$ cat src/rtl/mem_arbiter_if.sv
`default_nettype none
// ============================================================================
// Module      : mem_arbiter_if
// Description : Requester and backend signal bundle for mem_arbiter.
// Revision    : 1.0 - initial release
// ============================================================================
interface mem_arbiter_if;
    logic        if_rd;
    logic [15:0] if_addr;
    logic [15:0] if_rdata;
    logic        if_done;
    logic        if_stall;

    logic        dm_rd;
    logic        dm_wr;
    logic [15:0] dm_addr;
    logic [15:0] dm_wdata;
    logic [15:0] dm_rdata;
    logic        dm_done;
    logic        dm_stall;

    logic        mem_rd;
    logic        mem_wr;
    logic [15:0] mem_addr;
    logic [15:0] mem_wdata;
    logic [15:0] mem_rdata;
    logic        mem_done;
    logic        mem_stall;

    logic        err;

    // Arbiter view
    modport slave (
        input  if_rd, if_addr, dm_rd, dm_wr, dm_addr, dm_wdata,
               mem_rdata, mem_done, mem_stall,
        output if_rdata, if_done, if_stall, dm_rdata, dm_done, dm_stall,
               mem_rd, mem_wr, mem_addr, mem_wdata, err
    );

    // Requester and backend view
    modport master (
        output if_rd, if_addr, dm_rd, dm_wr, dm_addr, dm_wdata,
               mem_rdata, mem_done, mem_stall,
        input  if_rdata, if_done, if_stall, dm_rdata, dm_done, dm_stall,
               mem_rd, mem_wr, mem_addr, mem_wdata, err
    );
endinterface
`default_nettype wire

$ cat src/rtl/mem_arbiter.sv
`default_nettype none
// ============================================================================
// Module      : mem_arbiter
// Description : Arbitrates fetch and data ports onto one shared memory backend.
// Revision    : 1.0 - initial release
// ============================================================================
module mem_arbiter #(
    parameter int STARVE_LIMIT = 3
) (
    input  wire logic     clk,
    input  wire logic     rst,
    mem_arbiter_if.slave  bus
);
    localparam int c_CNT_W = (STARVE_LIMIT < 1) ? 1 : $clog2(STARVE_LIMIT + 1);
    localparam logic [c_CNT_W-1:0] c_LIMIT = c_CNT_W'(STARVE_LIMIT);

    typedef enum logic [1:0] {
        IDLE   = 2'd0,
        WAIT_I = 2'd1,
        WAIT_D = 2'd2
    } state_t;

    state_t             r_state;
    state_t             w_next_state;
    logic [c_CNT_W-1:0] r_starve_cnt;
    logic [15:0]        r_addr;
    logic [15:0]        r_wdata;
    logic [15:0]        r_if_rdata;
    logic [15:0]        r_dm_rdata;

    logic               w_dm_req;
    logic               w_can_issue;
    logic               w_grant_i;
    logic               w_grant_d;
    logic               w_mem_rd;
    logic               w_mem_wr;
    logic [15:0]        w_mem_addr;
    logic [15:0]        w_mem_wdata;
    logic               w_if_done;
    logic               w_dm_done;
    logic [15:0]        w_if_rdata;
    logic [15:0]        w_dm_rdata;
    logic               w_err;
    logic               r_is_wr;

    assign w_dm_req    = bus.dm_rd | bus.dm_wr;
    assign w_can_issue = ~rst & (r_state == IDLE) & ~bus.mem_stall;
    // Fetch only beats a pending data request once the data port has used up its streak
    assign w_grant_i   = w_can_issue & bus.if_rd & (~w_dm_req | (r_starve_cnt == c_LIMIT));
    assign w_grant_d   = w_can_issue & w_dm_req & ~w_grant_i;

    always_comb begin
        w_next_state = r_state;
        w_mem_rd     = 1'b0;
        w_mem_wr     = 1'b0;
        w_mem_addr   = '0;
        w_mem_wdata  = '0;
        w_if_done    = 1'b0;
        w_dm_done    = 1'b0;
        w_if_rdata   = r_if_rdata;
        w_dm_rdata   = r_dm_rdata;
        w_err        = 1'b0;

        case (r_state)
            IDLE: begin
                w_err = bus.mem_done;
                if (w_grant_i) begin
                    w_mem_rd     = 1'b1;
                    w_mem_addr   = bus.if_addr;
                    w_next_state = WAIT_I;
                end else if (w_grant_d) begin
                    w_mem_wr     = bus.dm_wr;
                    w_mem_rd     = ~bus.dm_wr;
                    w_mem_addr   = bus.dm_addr;
                    w_mem_wdata  = bus.dm_wdata;
                    w_err        = bus.mem_done | (bus.dm_rd & bus.dm_wr);
                    w_next_state = WAIT_D;
                end
            end
            WAIT_I: begin
                w_mem_addr  = r_addr;
                w_mem_wdata = r_wdata;
                if (bus.mem_done) begin
                    w_if_done    = 1'b1;
                    w_if_rdata   = bus.mem_rdata;
                    w_next_state = IDLE;
                end
            end
            WAIT_D: begin
                w_mem_addr  = r_addr;
                w_mem_wdata = r_wdata;
                if (bus.mem_done) begin
                    w_dm_done    = 1'b1;
                    w_next_state = IDLE;
                    if (!r_is_wr) begin
                        w_dm_rdata = bus.mem_rdata;
                    end
                end
            end
            default: begin
                w_next_state = IDLE;
            end
        endcase

        if (rst) begin
            w_next_state = IDLE;
            w_mem_rd     = 1'b0;
            w_mem_wr     = 1'b0;
            w_mem_addr   = '0;
            w_mem_wdata  = '0;
            w_if_done    = 1'b0;
            w_dm_done    = 1'b0;
            w_err        = 1'b0;
        end
    end

    always_ff @(posedge clk) begin
        if (rst) begin
            r_state      <= IDLE;
            r_starve_cnt <= '0;
            r_addr       <= '0;
            r_wdata      <= '0;
            r_is_wr      <= 1'b0;
            r_if_rdata   <= '0;
            r_dm_rdata   <= '0;
        end else begin
            r_state    <= w_next_state;
            r_if_rdata <= w_if_rdata;
            r_dm_rdata <= w_dm_rdata;
            // Command is latched so a requester dropping mid-flight cannot disturb the bus
            if (w_grant_i || w_grant_d) begin
                r_addr  <= w_mem_addr;
                r_wdata <= w_mem_wdata;
                r_is_wr <= w_mem_wr;
            end
            if (!bus.if_rd || w_grant_i) begin
                r_starve_cnt <= '0;
            end else if (w_grant_d && (r_starve_cnt != c_LIMIT)) begin
                r_starve_cnt <= r_starve_cnt + 1'b1;
            end
        end
    end

    assign bus.mem_rd    = w_mem_rd;
    assign bus.mem_wr    = w_mem_wr;
    assign bus.mem_addr  = w_mem_addr;
    assign bus.mem_wdata = w_mem_wdata;
    assign bus.if_done   = w_if_done;
    assign bus.dm_done   = w_dm_done;
    assign bus.if_rdata  = w_if_rdata;
    assign bus.dm_rdata  = w_dm_rdata;
    assign bus.err       = w_err;
    assign bus.if_stall  = ~rst & bus.if_rd & ~w_if_done;
    assign bus.dm_stall  = ~rst & w_dm_req & ~w_dm_done;

endmodule
`default_nettype wire

$ cat src/flat_wrapper.sv
// flat-port wrapper written by rule: the top's interface ports become plain ports
module mem_arbiter_flat 
#(
    parameter int STARVE_LIMIT = 3
)
  (clk, rst, bus_if_rd, bus_if_addr, bus_dm_rd, bus_dm_wr, bus_dm_addr, bus_dm_wdata, bus_mem_rdata, bus_mem_done, bus_mem_stall, bus_if_rdata, bus_if_done, bus_if_stall, bus_dm_rdata, bus_dm_done, bus_dm_stall, bus_mem_rd, bus_mem_wr, bus_mem_addr, bus_mem_wdata, bus_err);
  mem_arbiter_if bus_i ();
  input  wire logic clk;
  input  wire logic rst;
  input wire logic [$bits(bus_i.if_rd)-1:0] bus_if_rd;
  input wire logic [$bits(bus_i.if_addr)-1:0] bus_if_addr;
  input wire logic [$bits(bus_i.dm_rd)-1:0] bus_dm_rd;
  input wire logic [$bits(bus_i.dm_wr)-1:0] bus_dm_wr;
  input wire logic [$bits(bus_i.dm_addr)-1:0] bus_dm_addr;
  input wire logic [$bits(bus_i.dm_wdata)-1:0] bus_dm_wdata;
  input wire logic [$bits(bus_i.mem_rdata)-1:0] bus_mem_rdata;
  input wire logic [$bits(bus_i.mem_done)-1:0] bus_mem_done;
  input wire logic [$bits(bus_i.mem_stall)-1:0] bus_mem_stall;
  output wire logic [$bits(bus_i.if_rdata)-1:0] bus_if_rdata;
  output wire logic [$bits(bus_i.if_done)-1:0] bus_if_done;
  output wire logic [$bits(bus_i.if_stall)-1:0] bus_if_stall;
  output wire logic [$bits(bus_i.dm_rdata)-1:0] bus_dm_rdata;
  output wire logic [$bits(bus_i.dm_done)-1:0] bus_dm_done;
  output wire logic [$bits(bus_i.dm_stall)-1:0] bus_dm_stall;
  output wire logic [$bits(bus_i.mem_rd)-1:0] bus_mem_rd;
  output wire logic [$bits(bus_i.mem_wr)-1:0] bus_mem_wr;
  output wire logic [$bits(bus_i.mem_addr)-1:0] bus_mem_addr;
  output wire logic [$bits(bus_i.mem_wdata)-1:0] bus_mem_wdata;
  output wire logic [$bits(bus_i.err)-1:0] bus_err;
  assign bus_i.if_rd = bus_if_rd;
  assign bus_i.if_addr = bus_if_addr;
  assign bus_i.dm_rd = bus_dm_rd;
  assign bus_i.dm_wr = bus_dm_wr;
  assign bus_i.dm_addr = bus_dm_addr;
  assign bus_i.dm_wdata = bus_dm_wdata;
  assign bus_i.mem_rdata = bus_mem_rdata;
  assign bus_i.mem_done = bus_mem_done;
  assign bus_i.mem_stall = bus_mem_stall;
  assign bus_if_rdata = bus_i.if_rdata;
  assign bus_if_done = bus_i.if_done;
  assign bus_if_stall = bus_i.if_stall;
  assign bus_dm_rdata = bus_i.dm_rdata;
  assign bus_dm_done = bus_i.dm_done;
  assign bus_dm_stall = bus_i.dm_stall;
  assign bus_mem_rd = bus_i.mem_rd;
  assign bus_mem_wr = bus_i.mem_wr;
  assign bus_mem_addr = bus_i.mem_addr;
  assign bus_mem_wdata = bus_i.mem_wdata;
  assign bus_err = bus_i.err;
  mem_arbiter #(.STARVE_LIMIT(STARVE_LIMIT)) u_core (.clk(clk), .rst(rst), .bus(bus_i));
endmodule
$ cat config.mk
export PLATFORM = sky130hd
export DESIGN_NAME = mem_arbiter_flat
export DESIGN_NICKNAME = d
export VERILOG_FILES = /design/src/rtl/mem_arbiter_if.sv /design/src/rtl/mem_arbiter.sv /design/src/flat_wrapper.sv
export SDC_FILE = /design/constraint.sdc
export NUM_CORES = 1
export LEC_CHECK = 0
export ABC_AREA = 1
export CAP_MARGIN = 20
export CORE_AREA = 2 2 83 117
export DETAILED_ROUTE_END_ITERATION = 8
export DIE_AREA = 0 0 85 119
export PLACE_DENSITY = 0.85
export SYNTH_ARGS = -nofsm -noshare
export SYNTH_HDL_FRONTEND = slang
export SYNTH_SLANG_ARGS = --single-unit
$ cat constraint.sdc
create_clock -name clk -period 1.65 [get_ports clk]
set_input_delay 0.2475 -clock clk [delete_from_list [all_inputs] [get_ports clk]]
set_output_delay 0.2475 -clock clk [all_outputs]
set_load 0.02 [all_outputs]
==> metrics.csv, run 1 <==
stage;metric;value;unit
clock_network;hold_buf cts;0;
detailed_routing;post-detailed-routing wire length;18500;um
status;violations in the final reports;setup timing;
detailed_routing;DR WL met3;1250;um
synth;mapped cell area;3580;sq um
global_routing;total track usage;0.295;
synth;count of distinct cell types in the synthesized netlist;24;
clock_network;total CTS buffers;9;
synth;Gate Count Post-Synth;548;
clock_network;H-tree depth;3;
global_routing;vias in the first global route;5093;
die;initial core utilization;0.389;
synth;top-area cell type share of the netlist area;0.386;
die;number of top-level pins;142;
critical_path;Worst R2R Setup Slack;-440;ps
global_routing;first-pass GRT wire length;24000;um
final_layout;post-route design area;7730;sq um
placed_design;placed inst area;5640;sq um
clock_network;TritonCTS Sinks;69;
timing;RSZ-0062 raised after global routing;true;
timing;Final Max Tran Viols;0;
flow_run;number of max-cap violations;0;
detailed_routing;routed via count;5071;
timing;Hold Vio Cnt, Final;0;
die;die width;85;um
final_layout;area grow syn2layout;116;%
final_layout;net total in the final layout;881;
detailed_routing;M1 WL;6210;um
die;Die Ht;119;um
timing;Final period util;1.32;
timing;Clock Skews;11.3;ps
detailed_routing;remaining antenna violation count after routing;0;
synth;count leader, synth;nand2_1;
timing;final setup vio count;114;
global_routing;largest net degree at the start of global routing;34;
detailed_routing;Pre-antenna DRT Iters;6;
clock_network;Clock Pin Slew Worst Setup and Hold Paths;60;ps
synth;Post-synth ARST share;0;
placed_design;Buffers on Ports;141;
critical_path;WP data arrival;1940;ps
synth;Area contributors post-synth;dfxtp_1 39%, nand2_1 12%, inv_1 9.9%, nand3_1 9.2%, o21ai_0 6.4%;
final_layout;share of cells above drive strength 1;0.544;
die;core area;9200;sq um
power_and_ir_drop;Worst IR Drop VDD;0.605;mV
clock_network;CTS Buffer Depth;2;
timing;Slew @ Worst Pin;420;ps
synth;flops & latches, synth;69;
detailed_routing;top routing layer in use;met4;
critical_path;Worst Path Max Fanout;4;
timing;setup slack after layout;-536;ps
timing;Worst slew margin;0.720;
timing;final hold slack;527;ps
min_path;worst hold-check path type;flop to flop;
critical_path;startpoint types;flop;
placed_design;routability congestion estimate;0.825;
detailed_routing;drt via density;5.51;
detailed_routing;routed wl met2;9950;um
detailed_routing;drt drc;0;
placed_design;dpl hpwl;7980;um
clock_network;CTS root buf;clkbuf_16;
critical_path;path type of the worst setup path;flop to output pin;
critical_path;data required time of the worst path;1400;ps
synth;Mapped Nets;624;
synth;sequential area share after synthesis;0.386;
status;outcome;finished with violations;
final_layout;antenna fix cells;0;
synth;most used flip-flop cell after synthesis;dfxtp_1;
detailed_routing;initial DRC count;498;
critical_path;CP endpoint kind;output pin;
global_routing;grt ovf;0;
power_and_ir_drop;Pleak;3.75;nW
clock_network;TritonCTS clock tree;built;
synth;syn avg cell area;6.53;sq um
die;# rows;42;
synth;largest area contributor in the netlist;dfxtp_1;
synth;yosys warns;0;
final_layout;fin util;0.841;
timing;Period minus WS final;2190;ps
synth;Post-synth top cells;110 x nand2_1, 94 x inv_1, 69 x dfxtp_1, 66 x nand3_1, 46 x o21ai_0;
timing;fmax;458;MHz
global_routing;initial antenna violation count;0;
die;Die ar.;10100;sq um
detailed_routing;routed len/inst;20.1;um
synth;Post-synth EDFFs;0;
power_and_ir_drop;pwr/cell area;719;nW/um^2
clock_network;Worst-Skew Late Latency;330;ps
-- cell usage in the layout (no fill, tap or decap), types with 3 or more instances in the layout --
cell type	count
nand2_2	30
nand2_4	6
buf_8	6
nand2_1	74
nor2_1	33
a21oi_2	17
ha_4	3
nand3_1	55
buf_4	99
nand3_4	3
o21ai_4	28
nor2_4	5
o21ai_2	25
inv_1	38
nor2_2	3
buf_12	12
clkbuf_16	10
o21ai_1	11
or2_4	9
buf_16	10
inv_2	54
buf_6	81
or2_2	7
nand3_2	10
clkdlybuf4s50_1	68
a21oi_1	16
dfxtp_1	67
-- per-stage QoR --
step           power (W)  setup WS, ps  TNS, ps  cells
2_1_floorplan    0.00229         -1.22    -11.5    548
3_3_place_gp     0.00279          -758   -54750    842
3_5_place_dp     0.00282          -861   -61700    842
4_1_cts          0.00531          -494   -34930    911
5_1_grt          0.00570          -618   -48990    920
6_report         0.00556          -536   -42260    920
-- metal layers --
layer  vias up  GRT usage
li1       2239          -
met1      2446      0.307
met2       294      0.550
met3        92     0.0672
met4         0      0.133
met5         -          0
-- critical path, cell delays in order (launching register included) --
cell,delay [ps]
dfxtp_2,330
inv_2,110
ha_4,170
nand3_4,80
nor2_4,180
buf_12,130
buf_8,110
buf_6,100
nand3_2,60
nand2_1,90
nand2_2,70
inv_2,60
buf_6,110
-- flip-flops by register name (all words and copies together), names as in the netlist --
register	cells
u_core.r_addr	16
u_core.r_dm_rdata	16
u_core.r_if_rdata	16
u_core.r_wdata	16
u_core.r_starve_cnt	2
u_core.r_state	2
u_core.r_is_wr	1
-- worst paths after layout --
kind	start	endpoint	cells after the start
max	u_core.r_state[0]$_SDFFE_PP0P_	bus_mem_wdata[3]	12
min	u_core.r_addr[9]$_SDFFE_PP0P_	u_core.r_addr[9]$_SDFFE_PP0P_	2
max reg2reg	u_core.r_state[0]$_SDFFE_PP0P_	u_core.r_addr[6]$_SDFFE_PP0P_	15
min reg2reg	u_core.r_addr[9]$_SDFFE_PP0P_	u_core.r_addr[9]$_SDFFE_PP0P_	2
-- power breakdown --
group | total, W | switching [W] | internal (W)
Clock | 0.00213 | 0.000766 | 0.00136
Combinational | 0.00161 | 0.000800 | 0.000813
Sequential | 0.00182 | 0.0000617 | 0.00176
Total | 0.00556 | 0.00163 | 0.00393
-- area by class of cell --
class                           instances  area (sq um)
Tap cell                              110           138
Inverter                               95           374
Clock inverter                          6          86.3
Clock buffer                           10           239
Multi-Input combinational cell        349          2510
Timing Repair Buffer                  279          2990
Fill cell                             454          1460
Sequential cell                        69          1380
Timing Repair inverter                  2          17.5
-- cell families (layout without fill, tap and decap cells) --
logic type	count (synthesis)	count (layout)	share of synthesized area
XOR/XNOR	1	1	0.00245
AO/OA/AOI/OAI	103	103	0.145
AND/OR/NAND/NOR	240	240	0.297
buffers and inverters	130	392	0.152
flip-flops	69	69	0.386
adder cells (fa/ha/maj)	5	5	0.0175
-- repair_timing --
action | CTS | global route
gates resized for setup | 586 | 170
setup endpoints to repair | 104 | 112
pin swaps | 21 | 36
buffers inserted | 40 | 25
cloned | 15 | 2
hold endpoints to repair | 0 | 0
Power figures use the tool's default switching activity.
==> run 2, diff against run 1 <==
--- a/config.mk
+++ b/config.mk
@@ -14,3 +14,4 @@
 export SYNTH_ARGS = -nofsm -noshare
 export SYNTH_HDL_FRONTEND = slang
 export SYNTH_SLANG_ARGS = --single-unit
+export TNS_END_PERCENT = 50
==> run 2 against run 1 <==
Against the previous run: the run still ends with setup timing left; via count fell by 5.8%; global-route usage fell by 2.3 points; critical path type unchanged; core utilization fell by 5.2 points; sequential cell count did not move; wire length fell by 12%; cell count fell by 0.54%.
==> metrics.csv, run 2 (synthesized netlist as in run 1, its figures left out) <==
stage;metric;value;unit;change
status;outcome;finished with violations;;
status;violations in the final reports;setup timing;;
min_path;worst hold-check path type;flop to flop;;
timing;Period minus WS final;2100;ps;-81.8 ps
clock_network;hold_buf cts;0;;unchanged
final_layout;filler instances;525;;+16%
timing;setup_tns;-29000;ps;+13260 ps
flow_run;number of max-cap violations;0;;unchanged
critical_path;Worst Path Max Fanout;16;;+12
clock_network;H-tree depth;3;;unchanged
detailed_routing;initial DRC count;296;;-41%
critical_path;WP data arrival;1860;ps;-80 ps
detailed_routing;routed len/inst;17.7;um;-12%
detailed_routing;drt drc;0;;unchanged
clock_network;TritonCTS clock tree;built;;
detailed_routing;remaining antenna violation count after routing;0;;unchanged
power_and_ir_drop;Pleak;3.62;nW;-3.4%
critical_path;CP endpoint kind;output pin;;
critical_path;data required time of the worst path;1400;ps;about the same
power_and_ir_drop;Worst IR Drop VDD;0.899;mV;+48%
clock_network;total CTS buffers;9;;unchanged
die;Die ar.;10100;sq um;unchanged
critical_path;startpoint types;flop;;
timing;RSZ-0062 raised after global routing;true;;
timing;Final period util;1.28;;-0.0496
global_routing;first-pass GRT wire length;22200;um;-7.7%
die;initial core utilization;0.389;;unchanged
clock_network;TritonCTS Sinks;69;;unchanged
timing;Worst slew margin;0.771;;+0.0505
detailed_routing;routed via count;4779;;-5.8%
global_routing;initial antenna violation count;0;;unchanged
clock_network;CTS root buf;clkbuf_16;;
clock_network;CTS Buffer Depth;2;;unchanged
final_layout;fin util;0.789;;-0.0517
global_routing;largest net degree at the start of global routing;39;;+15%
timing;setup slack after layout;-454;ps;+81.8 ps
clock_network;Clock Pin Slew Worst Setup and Hold Paths;60;ps;about the same
placed_design;Place WS;-833;ps;+28.3 ps
detailed_routing;post-detailed-routing wire length;16200;um;-12%
die;# rows;42;;unchanged
power_and_ir_drop;pwr/cell area;713;nW/um^2;-0.84%
placed_design;Buffers on Ports;141;;unchanged
power_and_ir_drop;Tot Pwr;0.00517;W;-6.9%
detailed_routing;drt via density;5.22;;-5.2%
timing;final hold slack;500;ps;-27.0 ps
timing;final setup vio count;104;;-8.8%
timing;Hold Vio Cnt, Final;0;;unchanged
detailed_routing;Pre-antenna DRT Iters;5;;-1
die;number of top-level pins;142;;unchanged
final_layout;share of cells above drive strength 1;0.504;;-0.0401
timing;Final Max Tran Viols;0;;unchanged
global_routing;vias in the first global route;4727;;-7.2%
global_routing;total track usage;0.272;;-0.0229
placed_design;routability congestion estimate;0.794;;-3.8%
final_layout;commonest non-fill, non-tap cell in the layout;buf_4;;
die;core area;9200;sq um;unchanged
final_layout;area occupied by multi-input gates;2330;sq um;-7.1%
timing;Slew @ Worst Pin;343;ps;-76.9 ps
die;die width;85;um;unchanged
placed_design;dpl hpwl;7990;um;+0.21%
critical_path;path type of the worst setup path;flop to output pin;;
die;Die Ht;119;um;unchanged
timing;fmax;475;MHz;+3.9%
final_layout;antenna fix cells;0;;unchanged
timing;Clock Skews;11.7;ps;+0.376 ps
final_layout;net total in the final layout;876;;-0.57%
final_layout;FF/Latch Area;1380;sq um;unchanged
final_layout;most frequent cells in the layout;109 x buf_4, 71 x buf_6, 70 x clkdlybuf4s50_1, 67 x nand2_1, 67 x dfxtp_1;;
global_routing;grt ovf;0;;unchanged
final_layout;area grow syn2layout;103;%;
clock_network;Worst-Skew Late Latency;330;ps;about the same
-- run 2: power breakdown --
part / internal (W) / total (W) / switching (W) / leakage [nW]
combinational: 0.000680 / 0.00138 / 0.000699 / 2.90
clock: 0.00129 / 0.00199 / 0.000708 / 0.158
sequential: 0.00176 / 0.00180 / 0.0000448 / 0.563
total: 0.00372 / 0.00517 / 0.00145 / 3.62
-- run 2: timing repair --
item,4_1_cts,5_1_grt
resized for setup,528,145
cloned,7,3
pin swaps,18,14
endpoints found under the setup margin,104,110
buffers inserted,33,14
-- run 2: area by class of cell --
| class | instances | share of cell area |
|---|---|---|
| inverter | 95 | 0.0512 |
| sequential | 69 | 0.191 |
| clock buffer | 12 | 0.0367 |
| timing repair inverter | 2 | 0.00310 |
| tap | 110 | 0.0190 |
| timing repair buffer | 274 | 0.372 |
| multi-input combinational | 349 | 0.321 |
| clock inverter | 4 | 0.00621 |
-- run 2: metal layers --
layer | GRT usage | part of all wire
met1 | 0.275 | 0.35
met2 | 0.520 | 0.55
met3 | 0.0568 | 0.063
met4 | 0.122 | 0.044
met5 | 0 | 0
-- run 2: path summary, 6_finish.rpt --
| check | start | end | slack [ps] | depth (start not counted) |
|---|---|---|---|---|
| worst max-delay path | u_core.r_state[0]$_SDFFE_PP0P_ | bus_mem_addr[14] | -450 | 11 |
| worst min register to register | u_core.r_starve_cnt[1]$_SDFFE_PP0P_ | u_core.r_starve_cnt[1]$_SDFFE_PP0P_ | 500 | 2 |
| worst min-delay path | u_core.r_starve_cnt[1]$_SDFFE_PP0P_ | u_core.r_starve_cnt[1]$_SDFFE_PP0P_ | 500 | 2 |
| worst max register to register | u_core.r_state[0]$_SDFFE_PP0P_ | u_core.r_addr[2]$_SDFFE_PP0P_ | -340 | 14 |
-- run 2: metrics by stage --
step,area [sq um],std cells
finish,7260,915
global route,7260,915
CTS,6660,899
detailed placement,5640,844
global placement,5640,844
floorplan,3600,548
-- run 2: worst max-delay path: stages (launching register included) --
cell	delay, ps
dfxtp_2	320
inv_2	80
ha_4	150
nand3_4	80
buf_4	160
nor2_4	100
buf_12	150
nand3_1	110
nand3_1	130
nand2_2	80
inv_2	60
buf_6	100
